--- config.mk ---
export PLATFORM = sky130hd
export DESIGN_NAME = oe_merge_pipe
export DESIGN_NICKNAME = d
export VERILOG_FILES = /design/src/rtl/oe_merge_pipe.sv
export SDC_FILE = /design/constraint.sdc
export NUM_CORES = 1
export LEC_CHECK = 0
export CAP_MARGIN = 15
export CORE_ASPECT_RATIO = 0.75
export CORE_UTILIZATION = 40
export CTS_BUF_LIST = sky130_fd_sc_hd__clkbuf_16
export DETAILED_ROUTE_END_ITERATION = 16
export GPL_ROUTABILITY_DRIVEN = 1
export PLACE_DENSITY_LB_ADDON = 0.2
export SYNTH_ARGS = -nofsm -noshare
export SYNTH_HDL_FRONTEND = slang
export SYNTH_SLANG_ARGS = --single-unit
--- constraint.sdc ---
create_clock -name clk -period 14.2 [get_ports clk]
set_input_delay 1.42 -clock clk [delete_from_list [all_inputs] [get_ports clk]]
set_output_delay 1.42 -clock clk [all_outputs]
set_load 0.01 [all_outputs]
--- src/rtl/oe_merge_pipe.sv ---
// rtl/oe_merge_pipe.sv - pipelined bitonic merge of two ascending N-key halves into 2N keys
//
// Purpose:
//   Holds two independently loaded ascending halves A and B. When both are
//   present and the output side can advance, they launch into a chain of
//   STAGES registered compare-exchange stages that produces the merged
//   ascending sequence. B is reversed on entry, which makes the combined
//   vector bitonic.
//
// Ports:
//   clk        rising-edge clock
//   rst        synchronous active-low reset
//   load_a     half-A valid, captured when load_a && ready_a
//   load_b     half-B valid, captured when load_b && ready_b
//   ina, inb   N packed keys each, key i at [(i+1)*WIDTH-1 : i*WIDTH]
//   ready_a/b  holding register for that half can accept this cycle
//   c          2N merged keys, smallest at [WIDTH-1:0]
//   out_valid  c holds a complete result
//   out_ready  downstream accepts c when out_valid && out_ready
//   out_err    result came from an unsorted half (only with SORT_CHECK_EN)
//
// Build option:
//   SORT_CHECK_EN  when defined, each half is checked for ascending order at
//                  capture and the flag travels with its result to out_err.
//                  When undefined, out_err is tied to 0.

module oe_merge_pipe #(
  parameter int WIDTH = 3,
  parameter int N     = 8
) (
  input  logic                   clk,
  input  logic                   rst,
  input  logic                   load_a,
  input  logic                   load_b,
  input  logic [N*WIDTH-1:0]     ina,
  input  logic [N*WIDTH-1:0]     inb,
  output logic                   ready_a,
  output logic                   ready_b,
  output logic [2*N*WIDTH-1:0]   c,
  output logic                   out_valid,
  input  logic                   out_ready,
  output logic                   out_err
);

  localparam int STAGES = $clog2(N) + 1;
  localparam int K      = 2 * N;

  logic [N*WIDTH-1:0] hold_a;
  logic [N*WIDTH-1:0] hold_b;
  logic               full_a;
  logic               full_b;
  logic               advance;
  logic               launch;

  logic [K*WIDTH-1:0] v;
  logic [K*WIDTH-1:0] nxt [STAGES];
  logic [K*WIDTH-1:0] sd  [STAGES];
  logic [STAGES-1:0]  sv;

  // One compare-exchange layer at distance d: the lower index of each pair
  // keeps the smaller key. Ties leave the pair untouched.
  function automatic logic [K*WIDTH-1:0] cmpex(input logic [K*WIDTH-1:0] x, input int d);
    logic [K*WIDTH-1:0] y;
    logic [WIDTH-1:0]   lo;
    logic [WIDTH-1:0]   hi;
    y = x;
    for (int i = 0; i < K; i++) begin
      if ((i % (2 * d)) < d) begin
        lo = x[i*WIDTH +: WIDTH];
        hi = x[(i+d)*WIDTH +: WIDTH];
        if (hi < lo) begin
          y[i*WIDTH +: WIDTH]     = hi;
          y[(i+d)*WIDTH +: WIDTH] = lo;
        end
      end
    end
    return y;
  endfunction

  // A single global enable: every stage shifts together, so bubbles and
  // results stay in lockstep and a stall freezes the whole chain.
  assign advance   = !out_valid || out_ready;
  assign launch    = full_a && full_b && advance;
  assign ready_a   = rst && (!full_a || launch);
  assign ready_b   = rst && (!full_b || launch);
  assign out_valid = sv[STAGES-1];
  assign c         = sd[STAGES-1];

  // Stage-0 input: A ascending followed by B reversed forms a bitonic vector.
  always_comb begin
    v = '0;
    for (int i = 0; i < N; i++) begin
      v[i*WIDTH +: WIDTH]     = hold_a[i*WIDTH +: WIDTH];
      v[(N+i)*WIDTH +: WIDTH] = hold_b[(N-1-i)*WIDTH +: WIDTH];
    end
  end

  always_comb begin
    nxt[0] = cmpex(v, N);
    for (int s = 1; s < STAGES; s++) begin
      nxt[s] = cmpex(sd[s-1], N >> s);
    end
  end

  always_ff @(posedge clk) begin
    if (!rst) begin
      full_a <= 1'b0;
      full_b <= 1'b0;
      sv     <= '0;
      for (int s = 0; s < STAGES; s++) begin
        sd[s] <= '0;
      end
    end else begin
      // A reload in the launch cycle keeps the flag set for the new half.
      if (load_a && ready_a) begin
        hold_a <= ina;
        full_a <= 1'b1;
      end else if (launch) begin
        full_a <= 1'b0;
      end
      if (load_b && ready_b) begin
        hold_b <= inb;
        full_b <= 1'b1;
      end else if (launch) begin
        full_b <= 1'b0;
      end
      if (advance) begin
        sv <= {sv[STAGES-2:0], launch};
        for (int s = 0; s < STAGES; s++) begin
          sd[s] <= nxt[s];
        end
      end
    end
  end

`ifdef SORT_CHECK_EN
  logic              err_a;
  logic              err_b;
  logic [STAGES-1:0] se;

  function automatic logic is_unsorted(input logic [N*WIDTH-1:0] h);
    logic bad;
    bad = 1'b0;
    for (int i = 0; i < N - 1; i++) begin
      if (h[i*WIDTH +: WIDTH] > h[(i+1)*WIDTH +: WIDTH]) begin
        bad = 1'b1;
      end
    end
    return bad;
  endfunction

  always_ff @(posedge clk) begin
    if (!rst) begin
      err_a <= 1'b0;
      err_b <= 1'b0;
      se    <= '0;
    end else begin
      if (load_a && ready_a) begin
        err_a <= is_unsorted(ina);
      end
      if (load_b && ready_b) begin
        err_b <= is_unsorted(inb);
      end
      if (advance) begin
        se <= {se[STAGES-2:0], launch && (err_a || err_b)};
      end
    end
  end

  assign out_err = se[STAGES-1];
`else
  assign out_err = 1'b0;
`endif

endmodule

# After elaboration in Yosys (flattened, before gate mapping)
# Memory sizes are Yosys's and may differ from the RTL's.
# Index checks and enable logic that the tools add are counted.
dict set report op_classes {
  mux 67
  n_bitwise 4
  reduce_logical 16
  magnitude_cmp 32
}
# op n
set ops {}
lappend ops {{$mux W48} 4}
lappend ops {{$mux W3} 48}
lappend ops {{$lt A3 B3 Y1} 32}
lappend ops {{$mux W6} 8}
lappend ops {{$mux W1} 7}
lappend ops {{$logic_and A1 B1 Y1} 6}
lappend ops {{$or A1 B1 Y1} 4}
lappend ops {{$reduce_and A2 Y1} 2}
lappend ops {{$reduce_bool A2 Y1} 2}
lappend ops {{$logic_not A1 Y1} 3}
lappend ops {{$logic_or A1 B1 Y1} 3}
dict set report word_totals {
  regBits 54
  n_memories 1
  ram_bits 192
  output_inout_bits 52
}
# name depth width read_ports rd_ports_with_merged_regs write_ports line_no
set mem_list {}
lappend mem_list {sd 4 48 4 0 4 57} ;# logic [K*WIDTH-1:0] sd [STAGES];

# Depth between registers and ports, before layout
# Gate-level depths: netlist of the first run.
dict set report depth {
  depth_word 7
  ltp_mapped 5
}

# Worst setup path after synthesis of the first run
# Ideal clock, no wire load.
dict set report synth_timing {
  kind {in2reg}
  start {in rst}
  end {mem sd[0][0] in the netlist's numbering, enable pin}
  setup_time_ps 1548
  t_required_ps 12652
  cell_stages 3
  arrival_ps 4898
  setup_slack_ps 7754
  n_path_buf 2
  path_cell_list {buf_4 > clkbuf_1 > nand2_1}
}
# item line_no
set synth_rtl {}
lappend synth_rtl {{start: declaration} 32} ;# input logic rst,
lappend synth_rtl {{end: declaration} 57}

# Worst setup path after layout of the first run
dict set report layout_timing {
  start {in out_ready}
  end {out ready_a}
}
dict set report layout_via {
  elab_chain_len 4
}
# item line_no
set layout_lines {}
lappend layout_lines {{start: declaration} 41} ;# input logic out_ready,
lappend layout_lines {{$logic_or A1 B1 Y1} 82} ;# assign advance = !out_valid || out_ready;
lappend layout_lines {{$logic_and A1 B1 Y1} 83} ;# assign launch = full_a && full_b && advance;
lappend layout_lines {{$logic_or A1 B1 Y1} 84} ;# assign ready_a = rst && (!full_a || launch);
lappend layout_lines {{$logic_and A1 B1 Y1} 84}
lappend layout_lines {{end: declaration} 37} ;# output logic ready_a,
# No other way between the ends.

==> results of run 1 <==
[synthesized netlist by cell type, drive strengths merged, types with 6 or more instances]
| cell type | n | area [µm²] |
|---|---|---|
| edfxtp | 240 | 7207 |
| nor2b | 32 | 200.2 |
| nand3 | 129 | 790.8 |
| a221o | 32 | 320.3 |
| a221oi | 32 | 480.5 |
| dfxtp | 6 | 120.1 |
| nand2b | 33 | 214.0 |
| mux2i | 128 | 1281 |
| inv | 131 | 491.7 |
| nor2 | 32 | 120.1 |
| nand2 | 7 | 26.28 |
| and3 | 34 | 212.7 |
| ha | 128 | 1602 |
| buf | 86 | 625.6 |
[worst paths after layout]
kind,from,endpoint,depth (start not counted),slack (ns)
max,out_ready,ready_a,5,9.36
max reg2reg,sv[3],sd[0][12],4,11.05
min reg2reg,sv[1],sv[2],2,0.46
min,sv[1],sv[2],2,0.46
[sequential cells by signal, indices dropped and copies added, names as in the netlist]
signal  count
hold_a     24
hold_b     24
sv          4
full_b      1
sd        192
full_a      1
[placed cells by master (no fill, tap or decap), types with 2 or more instances in the layout]
cell type / instances
a221oi_2: 32
mux2i_1: 128
clkdlybuf4s50_1: 102
edfxtp_1: 240
inv_1: 138
clkinv_1: 5
dfxtp_1: 6
bufinv_16: 5
nand2_1: 5
nand2b_1: 32
ha_1: 128
buf_4: 8
clkinv_2: 4
and2_1: 2
clkbuf_16: 29
nor2_1: 32
a221o_1: 32
a21boi_1: 5
and3_1: 34
nor2b_1: 32
nand3_1: 100
nand3_2: 29
[metal layers]
layer,routed length [µm],vias to the layer above
met5,0,-
met4,501,0
met3,1001,35
met2,11320,125
met1,13090,3697
li1,-,3921
[kinds of logic (layout without fill, tap and decap cells)]
group           after synthesis  count (layout)  synth area share [%]
compound gates               72              72                 6.227
fa+ha+maj                   128             128                 11.62
buf+inv                     220             292                 8.187
flops                       246             246                 53.15
mux                         128             128                 9.295
other cells                   1               1               0.02720
simple gates                270             270                 11.49
[critical path, cell delays in order]
cell and delay, ns:
clkdlybuf4s50_1 0.48, nand2b_4 0.58, a21o_1 0.25, and2_1 0.13
clkdlybuf4s50_1 0.53
[report_power, final]
group / total, W / switching [W] / internal (W)
registers: 0.000876 / 0.0000298 / 0.000846
logic: 0.000250 / 0.000122 / 0.000128
clock network: 0.000737 / 0.000280 / 0.000457
[area by class of cell]
| cell class | count | area, µm² | share of cell area (%) |
|---|---|---|---|
| sequential | 246 | 7327 | 46.52 |
| tap | 450 | 563.0 | 3.575 |
| clock buffer | 29 | 725.7 | 4.608 |
| clock inverter | 22 | 222.7 | 1.414 |
| multi-input combinational | 599 | 5339 | 33.90 |
| timing repair buffer | 110 | 1081 | 6.864 |
| inverter | 131 | 491.7 | 3.122 |
[metrics by stage]
| step | total power (W) | util [%] | worst slack (ns) |
|---|---|---|---|
| after floorplan | 0.001073 | - | 7.754 |
| after global placement | 0.001137 | 43.86 | 9.352 |
| after detailed placement | 0.001141 | 43.86 | 9.369 |
| after CTS | 0.001888 | 46.67 | 9.355 |
| after global routing | 0.001943 | 46.67 | 9.238 |
| final | 0.001863 | 46.67 | 9.361 |
==> impl_metrics.ini, run 1 <==
[outcome]
status = complete, no violations

[drt]
ant_nets = 0
vias = 7778
first_pass_iters = 4
avgRoutedWirePerCell_um = 16.33
drc = 0
drt-initial-drc-count = 396
vias_per_cell = 4.901
wirelength_um = 25910

[synth]
netlist_area_um2 = 13780
synth_fp_nets = 1246
synthFlopType = edfxtp_1
postSynthAreaPerCell_um2 = 12.94
synth_warnings = 0
ys_ff_latch = 246
synthArstFlopShare_pct = 0
netlist_instances = 1065
synth-edff-count = 240
ys_seq_area_share_pct = 53.15
ys_types = 27

[timing]
holdWs_ns = 0.4606
hold_viol = 0
worstMarginPinSlew_ns = 1.178
clock_skew_ns = 0.01475
period_minus_slack_ns = 4.839
setup_tns_ns = 0
max_freq_mhz = 206.7
slew_headroom_pct = 21.47
fin_crit_sh_pct = 34.08
maxSlewViolCount = 0
rsz0062_at_grt = false
setup_viol = 0

[clocking]
post_cts_resized = 0
cts_buffers = 28
clk_pin_slew_ns = 0.05
postCtsSetupRepairBufs = 0
insertion_delay_ns = 0.54
root_buffer = clkbuf_16
cts_hold_buf = 0
htreeDepth = 1
tritoncts = done
clk_path_buf_depth = 3
clock_sinks = 246

[critical_path]
cp_max_fo = 62
start_kind = input port
end_kind = output pin
crit_arrival_ns = 3.42
crit_required_ns = 12.78
path_class = input port to output pin

[grt]
antenna_found_initial = 0
grt_pass1_vias = 7716
use_met3_pct = 2.820
grtUsageTotal_pct = 14.85
grt_max_degree = 105
grt_pass1_wl_um = 41270
met1_usage_pct = 21.31
busiest_layer = met2
gr-usage-met2_pct = 23.19
grt.overflow.total = 0

[place]
placed_cells = 1536
port_buffers = 103
place_hpwl_um = 18220
gp_congestion = 0.7769
placed_area_um2 = 14800

[final_layout]
drive_above_1_share_pct = 9.763
design_area_um2 = 15750
fillers = 3055
nets = 1297
antenna_cells = 0
area_growth_pct = 14.26
final_cells = 1587

[floorplan]
core_area_um2 = 33740
die_area_um2 = 35220
initial_utilization_pct = 40.85
rows = 58
die_h_um = 162.8
io_pins = 105
die_w_um = 216.4

[run]
cap_violations = 0

[min_path]
hold_class = flop to flop

[power]
p_per_area_nw_per_um2 = 118.3
p_leak_nw = 6.668
ir_drop_v = 0.00007786
Note: power is estimated with default switching activity, not from simulation.
==> run 2, diff against run 1 <==
==> constraint.sdc (replaced) <==
create_clock -name clk -period 4.4 [get_ports clk]
set_input_delay 0.44 -clock clk [delete_from_list [all_inputs] [get_ports clk]]
set_output_delay 0.44 -clock clk [all_outputs]
set_load 0.01 [all_outputs]
==> run 2 against run 1 <==
- register-to-register slack worse by 8.9 ns
- clock skew grew 0.0052 ns
- critical path depth unchanged
- cell area shrank 0.70%
- critical path type unchanged
- wire length up 1.1%
- combinational power rose to 3.2 times the previous value
- largest cell class unchanged
- first-iteration DRC count grew 6.1%
==> impl_metrics.ini, run 2 (synthesis results as in run 1) <==
[outcome]
status = complete, no violations

[critical_path]
worst_path_most_repeated_cell = clkdlybuf4s50_1
start_kind = input port
cp_max_fo = 6
r2r-end = sd[0][80]
path_class = input port to output pin
crit_arrival_ns = 2.21
r2r_slack_ns = 2.20
critPathSlowestCell = clkdlybuf4s50_1
crit_path_cell_trace = clkdlybuf4s50_1 -> and2b_1 -> o21ai_1 -> and2_1 -> clkdlybuf4s50_1
reg2regPathDepth = 3
end_kind = output pin
crit_required_ns = 3.96
r2r_start = sv[3]
cpPeakStageDelay_ns = 0.54

[place]
gp_congestion = 0.7751
place_hpwl_um = 18880
port_buffers = 103
placed_area_um2 = 14840

[grt]
grt_max_degree = 103
grt.overflow.total = 0
grt_pass1_wl_um = 41320
grt_pass1_vias = 7668
grtUsageTotal_pct = 14.91
antenna_found_initial = 0

[floorplan]
core_area_um2 = 33740
die_w_um = 216.4
die_area_um2 = 35220
die_h_um = 162.8
rows = 58
io_pins = 105
initial_utilization_pct = 40.85

[timing]
maxSlewViolCount = 0
fin_crit_sh_pct = 60.33
setup_viol = 0
hold_viol = 0
holdWs_ns = 0.4537
period_minus_slack_ns = 2.655
setup_tns_ns = 0
rsz0062_at_grt = false
clock_skew_ns = 0.01994
worstMarginPinSlew_ns = 0.8737
max_freq_mhz = 376.7
slew_headroom_pct = 41.61

[power]
p_per_area_nw_per_um2 = 364.0
ir_drop_v = 0.0002662
p_leak_nw = 6.610

[final_layout]
drive_above_1_share_pct = 9.306
fin_util_pct = 46.35
mostFrequentLayoutCell = edfxtp_1
final_cell_mix = edfxtp_1 (240), inv_1 (138), mux2i_1 (128), ha_1 (128), clkdlybuf4s50_1 (102)
largest_register_ffs = 192
largest_registers = sd x192, hold_a x24, hold_b x24
largest_register = sd
fillers = 3043
design_area_um2 = 15640
nets = 1299
antenna_cells = 0
area_growth_pct = 13.46

[clocking]
cts_hold_buf = 0
clk_path_buf_depth = 3
insertion_delay_ns = 0.55
clk_pin_slew_ns = 0.06
cts_buffers = 27
post_cts_resized = 0
postCtsSetupRepairBufs = 0
tritoncts = done
htreeDepth = 1
root_buffer = clkbuf_16
clock_sinks = 246

[drt]
wirelength_um = 26200
first_pass_iters = 5
avgRoutedWirePerCell_um = 16.49
vias_per_cell = 4.923
drt-initial-drc-count = 420
vias = 7822
drc = 0
ant_nets = 0

[min_path]
min-delay-start = inb[6]
whs_path_depth = 1
hold_class = input port to flop
hold_end = hold_b[6]

[run]
cap_violations = 0
==> run 2: cell count changes in the layout (fill, tap and decap cells not counted), moves of 2 or more <==
cell,delta
buf_4,+2
bufinv_16,-4
clkbuf_16,-2
clkinv_1,+6
==> run 2: worst max path at each step <==
stage	startpoint	to	depth (start not counted)
2_1_floorplan	rst	sd[0][0]	3
3_3_place_gp	out_ready	sd[0][31]	4
3_5_place_dp	out_ready	sd[0][31]	4
4_1_cts	out_ready	ready_b	5
5_1_grt	out_ready	ready_b	5
6_report	out_ready	ready_b	5
==> run 2: cell type report <==
class	count	area, µm²	area share (%)
sequential	246	7327	46.85
multi-input combinational	599	5345	34.18
timing repair buffer	113	1116	7.136
clock buffer	27	675.6	4.320
tap	450	563.0	3.600
inverter	131	491.7	3.144
clock inverter	23	121.4	0.7760
==> run 2: per-layer routing <==
layer	up-vias	wire length, µm	GRT usage, %
met3	36	1061	2.465
met4	0	515	3.361
met1	3722	13260	21.96
li1	3933	-	-
met2	131	11360	22.93
met5	-	0	0
==> run 2: critical path: cells and delay by family <==
family / cells / cell delay (ns)
AOI/OAI and AO/OA: 1 / 0.23
buffers and inverters: 2 / 1.04
and+or+nand+nor: 2 / 0.49
==> run 2: through the flow <==
step           setup slack (ns)  total power (W)  std cells
3_5_place_dp              1.613         0.003686       1539
3_3_place_gp              1.629         0.003672       1539
5_1_grt                   1.652         0.005939       1589
4_1_cts                   1.719         0.005765       1589
2_1_floorplan            0.8705         0.003464       1065
6_report                  1.745         0.005692       1589
==> run 2: power by group <==
part           leakage, nW  internal [W]  switching [W]
logic                 3.40      0.000414       0.000392
clock network        0.418       0.00116       0.000897
registers             2.80       0.00273      0.0000975
==> run 3, diff against run 2 <==
==> constraint.sdc (replaced) <==
create_clock -name clk -period 2.16 [get_ports clk]
set_input_delay 0.216 -clock clk [delete_from_list [all_inputs] [get_ports clk]]
set_output_delay 0.216 -clock clk [all_outputs]
set_load 0.01 [all_outputs]
==> run 3 against run 2 <==
- core utilization grew 0.93 points
- count of clock-buffer cells in the layout unchanged
- global-route usage shrank 0.14 points
- register-to-register slack got worse by 1.9 ns
- wire length down 2.8%
- critical path type is now flop to output pin
- die area unchanged
- via count is 0.51% higher
==> impl_metrics.ini, run 3 (synthesis results as in run 1) <==
[final_layout]
drive_above_1_share_pct = 11.21
area_growth_pct = 15.73
mostFrequentLayoutCell = edfxtp_1
antenna_cells = 0
nets = 1312
largest_register_ffs = 192
fillers = 3049
final_cell_mix = edfxtp_1 (240), inv_1 (133), mux2i_1 (128), ha_1 (128), clkdlybuf4s50_1 (101)
largest_registers = sd x192, hold_a x24, hold_b x24
largest_register = sd

[timing]
hold_viol = 0
maxSlewViolCount = 0
setup_tns_ns = 0
period_minus_slack_ns = 2.062
clock_skew_ns = 0.008187
fin_crit_sh_pct = 95.44
fin_ws_ns = 0.09841
setup_viol = 0
rsz0062_at_grt = false
max_freq_mhz = 485.1

[critical_path]
path_class = flop to output pin
crit_required_ns = 1.94
critPathSlowestCell = clkdlybuf4s50_1
cp_max_fo = 3
r2r_start = sd[0][4]
critical-path-top-delay-family = buffers and inverters
reg2regPathDepth = 5
crit_buf_inv = 1
r2r_slack_ns = 0.35
cpPeakStageDelay_ns = 0.48
end_kind = output pin
crit_arrival_ns = 1.85
r2r-end = sd[0][63]
crit_path_cell_trace = nand2b_4 -> a21o_1 -> and2_1 -> clkdlybuf4s50_1
start_kind = flop

[grt]
antenna_found_initial = 0
grt_pass1_wl_um = 41390
grt_pass1_vias = 7827
grtUsageTotal_pct = 14.77
grt_max_degree = 70
grt.overflow.total = 0

[clocking]
tritoncts = done
cts_buffers = 27
htreeDepth = 1
clk_path_buf_depth = 3
clk_pin_slew_ns = 0.06
clock_sinks = 246
postCtsSetupRepairBufs = 0
insertion_delay_ns = 0.54
root_buffer = clkbuf_16

[floorplan]
rows = 58
core_area_um2 = 33740
die_w_um = 216.4
initial_utilization_pct = 40.85
die_h_um = 162.8
io_pins = 105
die_area_um2 = 35220

[min_path]
hold_class = input port to flop
whs_path_depth = 2
min-delay-start = rst
hold_end = full_a

[place]
port_buffers = 103
place_hpwl_um = 19040
pre_cts_ws_ns = -0.005093
gp_congestion = 0.7740

[drt]
avgRoutedWirePerCell_um = 15.91
ant_nets = 0
wirelength_um = 25470
drt-initial-drc-count = 382
drc = 0
first_pass_iters = 5
vias = 7862
vias_per_cell = 4.911

[power]
p_comb_share_pct = 14.0
internal-power_w = 0.009043
power_frac_clock_pct = 37.5
swShare_pct = 23.79
p_leak_nw = 6.749
p_per_area_nw_per_um2 = 743.8
ir_drop_v = 0.0007099
seq_power_share_pct = 48.4
p_sw_w = 0.002823

[run]
cap_violations = 0

[outcome]
status = complete, no violations
run 3: changes by cell type in the layout (fill, tap and decap cells not counted):
cell             delta
clkdlybuf4s50_1     -1
o21ai_2             +1
buf_4               +1
bufinv_16           +2
dfxtp_1             -1
clkinv_1            -4
clkinv_2            +4
buf_12             +12
inv_1               -5
dlygate4sd2_1       +1
dfxtp_2             +1
clkinvlp_4          +2
o21ai_1             -1
run 3: cell type report:
type                    instances  area (µm²)  area share, %
inverters                     131       491.7          3.082
well taps                     450       563.0          3.529
flip-flops and latches        246        7328          45.94
repair buffers                126        1363          8.541
clock buffers                  27       675.6          4.235
clock inverters                22       182.7          1.145
multi-input cells             599        5349          33.53
run 3: what timing repair did:
action / 4_1_cts / 5_1_grt
endpoints found under the setup margin: 2 / 0
hold buffers: 0 / 0
resized for setup: 3 / 0
hold endpoints to repair: 0 / 0
run 3: power groups by stage:
stage / registers (W) / clock network, W / logic (W)
floorplan: 0.00576 / 0 / 0.00130
global placement: 0.00585 / 0 / 0.00164
detailed placement: 0.00585 / 0 / 0.00166
CTS: 0.00575 / 0.00461 / 0.00168
global route: 0.00578 / 0.00479 / 0.00183
finish: 0.00575 / 0.00445 / 0.00166
run 3: through the flow:
stage	area (µm²)	utilization (%)	hold WS, ns	std cells	total power [W]
after floorplan	13800	-	0.3149	1065	0.007057
after global placement	15090	44.72	0.4373	1552	0.007487
final	15950	47.27	0.1298	1601	0.01187
after CTS	15950	47.27	0.1019	1601	0.01204
after detailed placement	15090	44.72	0.4438	1552	0.007514
after global routing	15950	47.27	0.1166	1601	0.01241
run 3: worst max path at each step:
| stage | endpoint | slack (ns) | cells after the start | start |
|---|---|---|---|---|
| after floorplan | hold_b[0] | 0.28 | 3 | sv[3] |
| after global placement | ready_b | -0.03 | 5 | out_ready |
| after detailed placement | ready_b | -0.005 | 5 | out_ready |
| after CTS | ready_a | 0.06 | 4 | sv[3] |
| after global routing | ready_a | 0.02 | 4 | sv[3] |
| final | ready_a | 0.1 | 4 | sv[3] |
run 3: per-layer routing:
metal / routed length (µm) / up-vias / share of wire [%] / track usage [%]
li1: - / 3955 / - / -
met1: 13200 / 3744 / 52 / 21.90
met2: 10770 / 119 / 42 / 22.04
met3: 859 / 44 / 3.4 / 2.764
met4: 646 / 0 / 2.5 / 3.873
met5: 0 / - / 0 / 0
